--- config.mk ---
export PLATFORM = sky130hd
export DESIGN_NAME = ad9866_ctrl
export DESIGN_NICKNAME = d
export VERILOG_FILES = /design/src/rtl/ad9866_pkg.sv /design/src/rtl/ad9866_ctrl.sv
export SDC_FILE = /design/constraint.sdc
export NUM_CORES = 1
export LEC_CHECK = 0
export BUFFER_PORTS_ARGS = -buffer_cell sky130_fd_sc_hd__buf_2
export CORE_ASPECT_RATIO = 0.9
export CORE_MARGIN = 4
export CORE_UTILIZATION = 35
export CTS_CLUSTER_DIAMETER = 120
export CTS_CLUSTER_SIZE = 40
export DETAILED_ROUTE_END_ITERATION = 12
export GPL_TIMING_DRIVEN = 1
export PLACE_DENSITY_LB_ADDON = 0.12
export SLEW_MARGIN = 25
export SYNTH_ARGS = -nofsm -noshare
export SYNTH_HDL_FRONTEND = slang
export SYNTH_SLANG_ARGS = --single-unit
--- constraint.sdc ---
create_clock -name clk -period 2.1 [get_ports clk]
set_clock_uncertainty 0.2 [all_clocks]
set_input_delay 0.105 -clock clk [delete_from_list [all_inputs] [get_ports clk]]
set_output_delay 0.105 -clock clk [all_outputs]
set_load 0.01 [all_outputs]
--- src/rtl/ad9866_pkg.sv ---
// Shared constants, FSM state type and SPI word builders for the AD9866 register scheduler.
package ad9866_pkg;

  localparam logic [7:0] AD9866_ADDR_RXGAIN = 8'h0a;
  localparam logic [7:0] AD9866_ADDR_TXGAIN = 8'h11;

  typedef enum logic [2:0] {
    ST_STARTUP   = 3'd0,
    ST_IDLE      = 3'd1,
    ST_WAIT_BUSY = 3'd2,
    ST_WAIT_DONE = 3'd3,
    ST_GAP       = 3'd4
  } ad9866_ctrl_state_t;

  function automatic logic [15:0] host_word(input logic rnw, input logic [4:0] addr,
                                            input logic [7:0] data);
    return {rnw, 2'b00, addr, data};
  endfunction

  function automatic logic [15:0] rxgain_word(input logic [5:0] gain);
    return {AD9866_ADDR_RXGAIN, 2'b01, gain};
  endfunction

  function automatic logic [15:0] txgain_word(input logic [3:0] gain);
    return {AD9866_ADDR_TXGAIN, 4'h0, gain};
  endfunction

endpackage

--- src/rtl/ad9866_ctrl.sv ---
// AD9866 SPI register-write scheduler: host port, RX gain and TX gain share one shifter.
// Build with AD9866_READBACK_EN defined to enable host register reads.
module ad9866_ctrl
  import ad9866_pkg::*;
#(
  parameter int STARTUP_CYCLES = 1024,
  parameter int GAP_CYCLES     = 4,
  parameter int TIMEOUT_CYCLES = 8
) (
  input  logic        clk,
  input  logic        reset,
  input  logic [5:0]  rxgain,
  input  logic [3:0]  txgain,
  input  logic        host_valid,
  output logic        host_ready,
  input  logic        host_rnw,
  input  logic [4:0]  host_addr,
  input  logic [7:0]  host_data,
  output logic        spi_start,
  output logic [15:0] spi_word,
  input  logic        spi_busy,
  input  logic [7:0]  spi_rdata,
  output logic        rd_valid,
  output logic [7:0]  rd_data,
  output logic        init_done,
  output logic        spi_err
);

  // One counter serves the startup hold-off, the busy timeout and the gap.
  localparam int CNT_W = $clog2(STARTUP_CYCLES) + 1;
  localparam logic [CNT_W-1:0] STARTUP_LAST = CNT_W'(STARTUP_CYCLES - 1);
  localparam logic [CNT_W-1:0] TMO_LAST     = CNT_W'(TIMEOUT_CYCLES - 1);
  localparam logic [CNT_W-1:0] GAP_LAST     = CNT_W'(GAP_CYCLES - 1);

  ad9866_ctrl_state_t state_q;
  logic [CNT_W-1:0]   cnt_q;
  logic [5:0]         rx_sent_q;
  logic [3:0]         tx_sent_q;
  logic               rx_pend_q;
  logic               tx_pend_q;
  logic               cur_read_q;
  logic               spi_start_q;
  logic [15:0]        spi_word_q;
  logic               init_done_q;
  logic               spi_err_q;
  logic               host_rnw_s;

`ifdef AD9866_READBACK_EN
  assign host_rnw_s = host_rnw;
`else
  assign host_rnw_s = 1'b0;
`endif

  assign host_ready = (state_q == ST_IDLE) & init_done_q;
  assign spi_start  = spi_start_q;
  assign spi_word   = spi_word_q;
  assign init_done  = init_done_q;
  assign spi_err    = spi_err_q;

  // Scheduler FSM, gain shadows/pend flags and registered SPI outputs.
  always_ff @(posedge clk or posedge reset) begin
    if (reset) begin
      state_q     <= ST_STARTUP;
      cnt_q       <= '0;
      rx_sent_q   <= 6'd0;
      tx_sent_q   <= 4'd0;
      rx_pend_q   <= 1'b0;
      tx_pend_q   <= 1'b0;
      cur_read_q  <= 1'b0;
      spi_start_q <= 1'b0;
      spi_word_q  <= 16'h0000;
      init_done_q <= 1'b0;
      spi_err_q   <= 1'b0;
    end else begin
      spi_start_q <= 1'b0;
      // Later assignments below (issue clear, startup force) override these sets.
      if (rxgain != rx_sent_q) rx_pend_q <= 1'b1;
      if (txgain != tx_sent_q) tx_pend_q <= 1'b1;
      case (state_q)
        ST_STARTUP: begin
          if (cnt_q == STARTUP_LAST) begin
            init_done_q <= 1'b1;
            rx_pend_q   <= 1'b1;
            tx_pend_q   <= 1'b1;
            cnt_q       <= '0;
            state_q     <= ST_IDLE;
          end else begin
            cnt_q <= cnt_q + 1'b1;
          end
        end
        ST_IDLE: begin
          cnt_q <= '0;
          if (host_valid && host_ready) begin
            spi_word_q  <= host_word(host_rnw_s, host_addr, host_data);
            cur_read_q  <= host_rnw_s;
            spi_start_q <= 1'b1;
            state_q     <= ST_WAIT_BUSY;
          end else if (rx_pend_q) begin
            spi_word_q  <= rxgain_word(rxgain);
            rx_sent_q   <= rxgain;
            rx_pend_q   <= 1'b0;
            cur_read_q  <= 1'b0;
            spi_start_q <= 1'b1;
            state_q     <= ST_WAIT_BUSY;
          end else if (tx_pend_q) begin
            spi_word_q  <= txgain_word(txgain);
            tx_sent_q   <= txgain;
            tx_pend_q   <= 1'b0;
            cur_read_q  <= 1'b0;
            spi_start_q <= 1'b1;
            state_q     <= ST_WAIT_BUSY;
          end else begin
            state_q <= ST_IDLE;
          end
        end
        ST_WAIT_BUSY: begin
          if (spi_busy) begin
            cnt_q   <= '0;
            state_q <= ST_WAIT_DONE;
          end else if (cnt_q == TMO_LAST) begin
            spi_err_q <= 1'b1;
            cnt_q     <= '0;
            state_q   <= ST_GAP;
          end else begin
            cnt_q <= cnt_q + 1'b1;
          end
        end
        ST_WAIT_DONE: begin
          if (!spi_busy) begin
            cnt_q   <= '0;
            state_q <= ST_GAP;
          end else begin
            state_q <= ST_WAIT_DONE;
          end
        end
        ST_GAP: begin
          if (cnt_q == GAP_LAST) begin
            cnt_q   <= '0;
            state_q <= ST_IDLE;
          end else begin
            cnt_q <= cnt_q + 1'b1;
          end
        end
        default: begin
          cnt_q   <= '0;
          state_q <= ST_STARTUP;
        end
      endcase
    end
  end

`ifdef AD9866_READBACK_EN
  logic       rd_valid_q;
  logic [7:0] rd_data_q;

  // Capture the shifted-back byte as a host read completes.
  always_ff @(posedge clk or posedge reset) begin
    if (reset) begin
      rd_valid_q <= 1'b0;
      rd_data_q  <= 8'h00;
    end else if ((state_q == ST_WAIT_DONE) && !spi_busy && cur_read_q) begin
      rd_valid_q <= 1'b1;
      rd_data_q  <= spi_rdata;
    end else begin
      rd_valid_q <= 1'b0;
    end
  end

  assign rd_valid = rd_valid_q;
  assign rd_data  = rd_data_q;
`else
  logic unused_s;
  assign unused_s = ^{host_rnw, spi_rdata, cur_read_q};
  assign rd_valid = 1'b0;
  assign rd_data  = 8'h00;
`endif

endmodule

==> qor.yml <==
r2r-end: "cnt_q[2]$_DFFE_PP0P_"
dp_hpwl_mm: 4.04
grt_max_degree: 43
p_leak_nw: 1.48
finalCriticalPeriod_ns: 2.01
drc: 0
final_common_cell: "buf_2"
syn_inst: 240
cts_tree: "yes"
reg2reg_depth: 5
grt-busiest-layer: "met2"
cts_buffers: 5
nFillCells: 653
startpoint_type: "flip-flop"
drtPass1Iterations: 4
startpoint: "cnt_q[7]$_DFFE_PP0P_"
syn_to_final_growth_pct: 30.0
synth_area_um2: 2400
num_vias: 1939
core_region_area_um2: 6620
setup_viol: 0
post-route-util: 0.471
layout_common_cells: "buf_2, dfrtp_1, nand2_1"
grtUsageMet1: 0.208
critPathKind: "reg2reg"
drt_iter0_drc: 87
avgRoutedWirePerCell_um: 13.5
diodes: 0
vdd_drop_max_v: 0.000330
start_util: 0.362
drv_slew: 0
synth-edff-count: 0
gr-total-overflow: 0
synth_top_area_frac: 0.439
ys_types: 54
fin_crit_sh: 0.958
root_buffer: "clkbuf_8"
rrSetupSlack_ns: 0.09
worstSetupEndpoint: "cnt_q[2]$_DFFE_PP0P_"
viasPerCell: 4.68
tightest_slew_ns: 0.547
synth.avg_cell_area_um2: 9.98
max_freq_ghz: 0.497
grtUsageMet2: 0.221
ys_async_sr_fraction: 1.00
grt_usage: 0.144
dp.cells: 380
maxCapViolCount: 0
cts.clk_slew.worst_paths_ns: 0.08
status: "complete, no violations"
hold_path.class: "in2reg"
synthFlopType: "dfrtp_1"
antenna_found_initial: 0
crit_fanout: 4
die_area_um2: 8240
clockBufferDepth: 2
worstPathArrival_ns: 1.97
timing.slew.headroom: 0.635
cts.sinks: 42
worstHoldStart: "host_valid"
fin_cells: 414
drive_gt1_frac: 0.318
yosys.area.top_type: "dfrtp_1"
grt_pass1_vias: 1929
h-tree-depth: 2
die_w_um: 95.2
yosys-top-cells-area: "dfrtp_1, o21ai_0, buf_4"
seq_area_frac_synth: 0.439
regToRegStartpoint: "cnt_q[7]$_DFFE_PP0P_"
grt_first_pass_wirelength_mm: 9.29
use_met3: 0.0286
ys_seq_elements: 42
cp-end-kind: "flip-flop"
yosysWarnings: 0
io_buffers: 43
hold_viol_final: 0
num-nets-final: 362
p_per_area_nw_per_um2: 1080
num_io_pins: 65
antenna_left: 0
totalWireLength_mm: 5.60
gp_congestion: 0.773
fp-row-count: 28
rsz0062_at_grt: "true"
required_ns: 2.06
insertion_delay_ns: 0.29
die_y_um: 86.5
## cells by family after synthesis
logic type | Yosys count | share of synthesized area
simple gates | 85 | 0.208
compound gates | 57 | 0.147
flops | 42 | 0.439
buf+inv | 29 | 0.0882
mux | 15 | 0.0742
xor+xnor | 10 | 0.0366
fa+ha+maj | 1 | 0.00522
other cells | 1 | 0.00157
## cell usage after synthesis (all sizes together), types with 2 or more instances
cell type / instances
nand2: 27
dfrtp: 42
a21oi: 17
nor2b: 3
o21ai: 23
nand4: 3
xor2: 4
nor2: 15
nor4: 2
buf: 22
and3: 5
or2: 2
mux2i: 5
clkbuf: 4
nand3: 6
inv: 3
o22ai: 5
mux2: 10
nor3b: 3
nor3: 7
a22o: 2
or4: 2
and2: 6
xnor2: 6
## power by group
part           internal (mW)  leakage (nW)  switching, mW
logic                  0.771         0.901          0.745
registers               1.08         0.533          0.242
clock network          0.254        0.0431          0.264
## critical path, stage by stage, from the launching register on
cell      delay [ns]
dfrtp_1         0.39
or4_4           0.57
nor2_4          0.15
a311oi_4        0.12
nor3_2          0.30
o22ai_1         0.14
## routing by layer
metal	vias up	part of all wire
met5	-	0
met4	0	0.012
met3	5	0.054
met2	56	0.44
met1	894	0.49
li1	984	-
## state kept, by name (all words and copies together) (netlist names)
name	cells
spi_word	13
cnt_q	11
spi_err	1
rx_sent_q	6
init_done	1
tx_pend_q	1
spi_start	1
rx_pend_q	1
tx_sent_q	4
state_q	3
## metrics by stage
| stage | TNS [ns] | setup slack (ns) | power (mW) | instance area, um^2 | hold slack, ns |
|---|---|---|---|---|---|
| CTS | 0 | 0.0642 | 3.30 | 3080 | 0.175 |
| global route | -0.0154 | -0.0131 | 3.63 | 3120 | 0.225 |
| finish | 0 | 0.0874 | 3.35 | 3120 | 0.185 |
| floorplan | 0 | 0.0899 | 2.31 | 2440 | 0.0447 |
| detailed placement | 0 | 0.0711 | 2.74 | 2740 | 0.0840 |
| global placement | 0 | 0.0795 | 2.71 | 2740 | 0.0822 |
## cell type report
cell class              count  area [um^2]  share of cell area
well taps                  90          113              0.0361
multi-input cells         180         1190               0.382
repair buffers             93          666               0.214
flip-flops and latches     42         1050               0.338
clock buffers               6         82.6              0.0265
inverters                   3         11.3             0.00361
## repair_timing
item,in CTS,in global routing
resized for setup,0,7
endpoints found under the hold margin,68,0
hold buffers,25,0
setup endpoints to repair,0,10
buffers inserted,0,3
## how the worst min path moves through the flow
stage / endpoint / cells after the start
finish: spi_word[6]$_DFFE_PP0P_ / 5
global route: spi_word[4]$_DFFE_PP0P_ / 5
CTS: spi_word[6]$_DFFE_PP0P_ / 5
detailed placement: spi_err$_DFFE_PP0P_ / 3
global placement: spi_err$_DFFE_PP0P_ / 3
floorplan: spi_word[10]$_DFFE_PP0P_ / 1
Note: power is estimated with default switching activity, not from simulation.
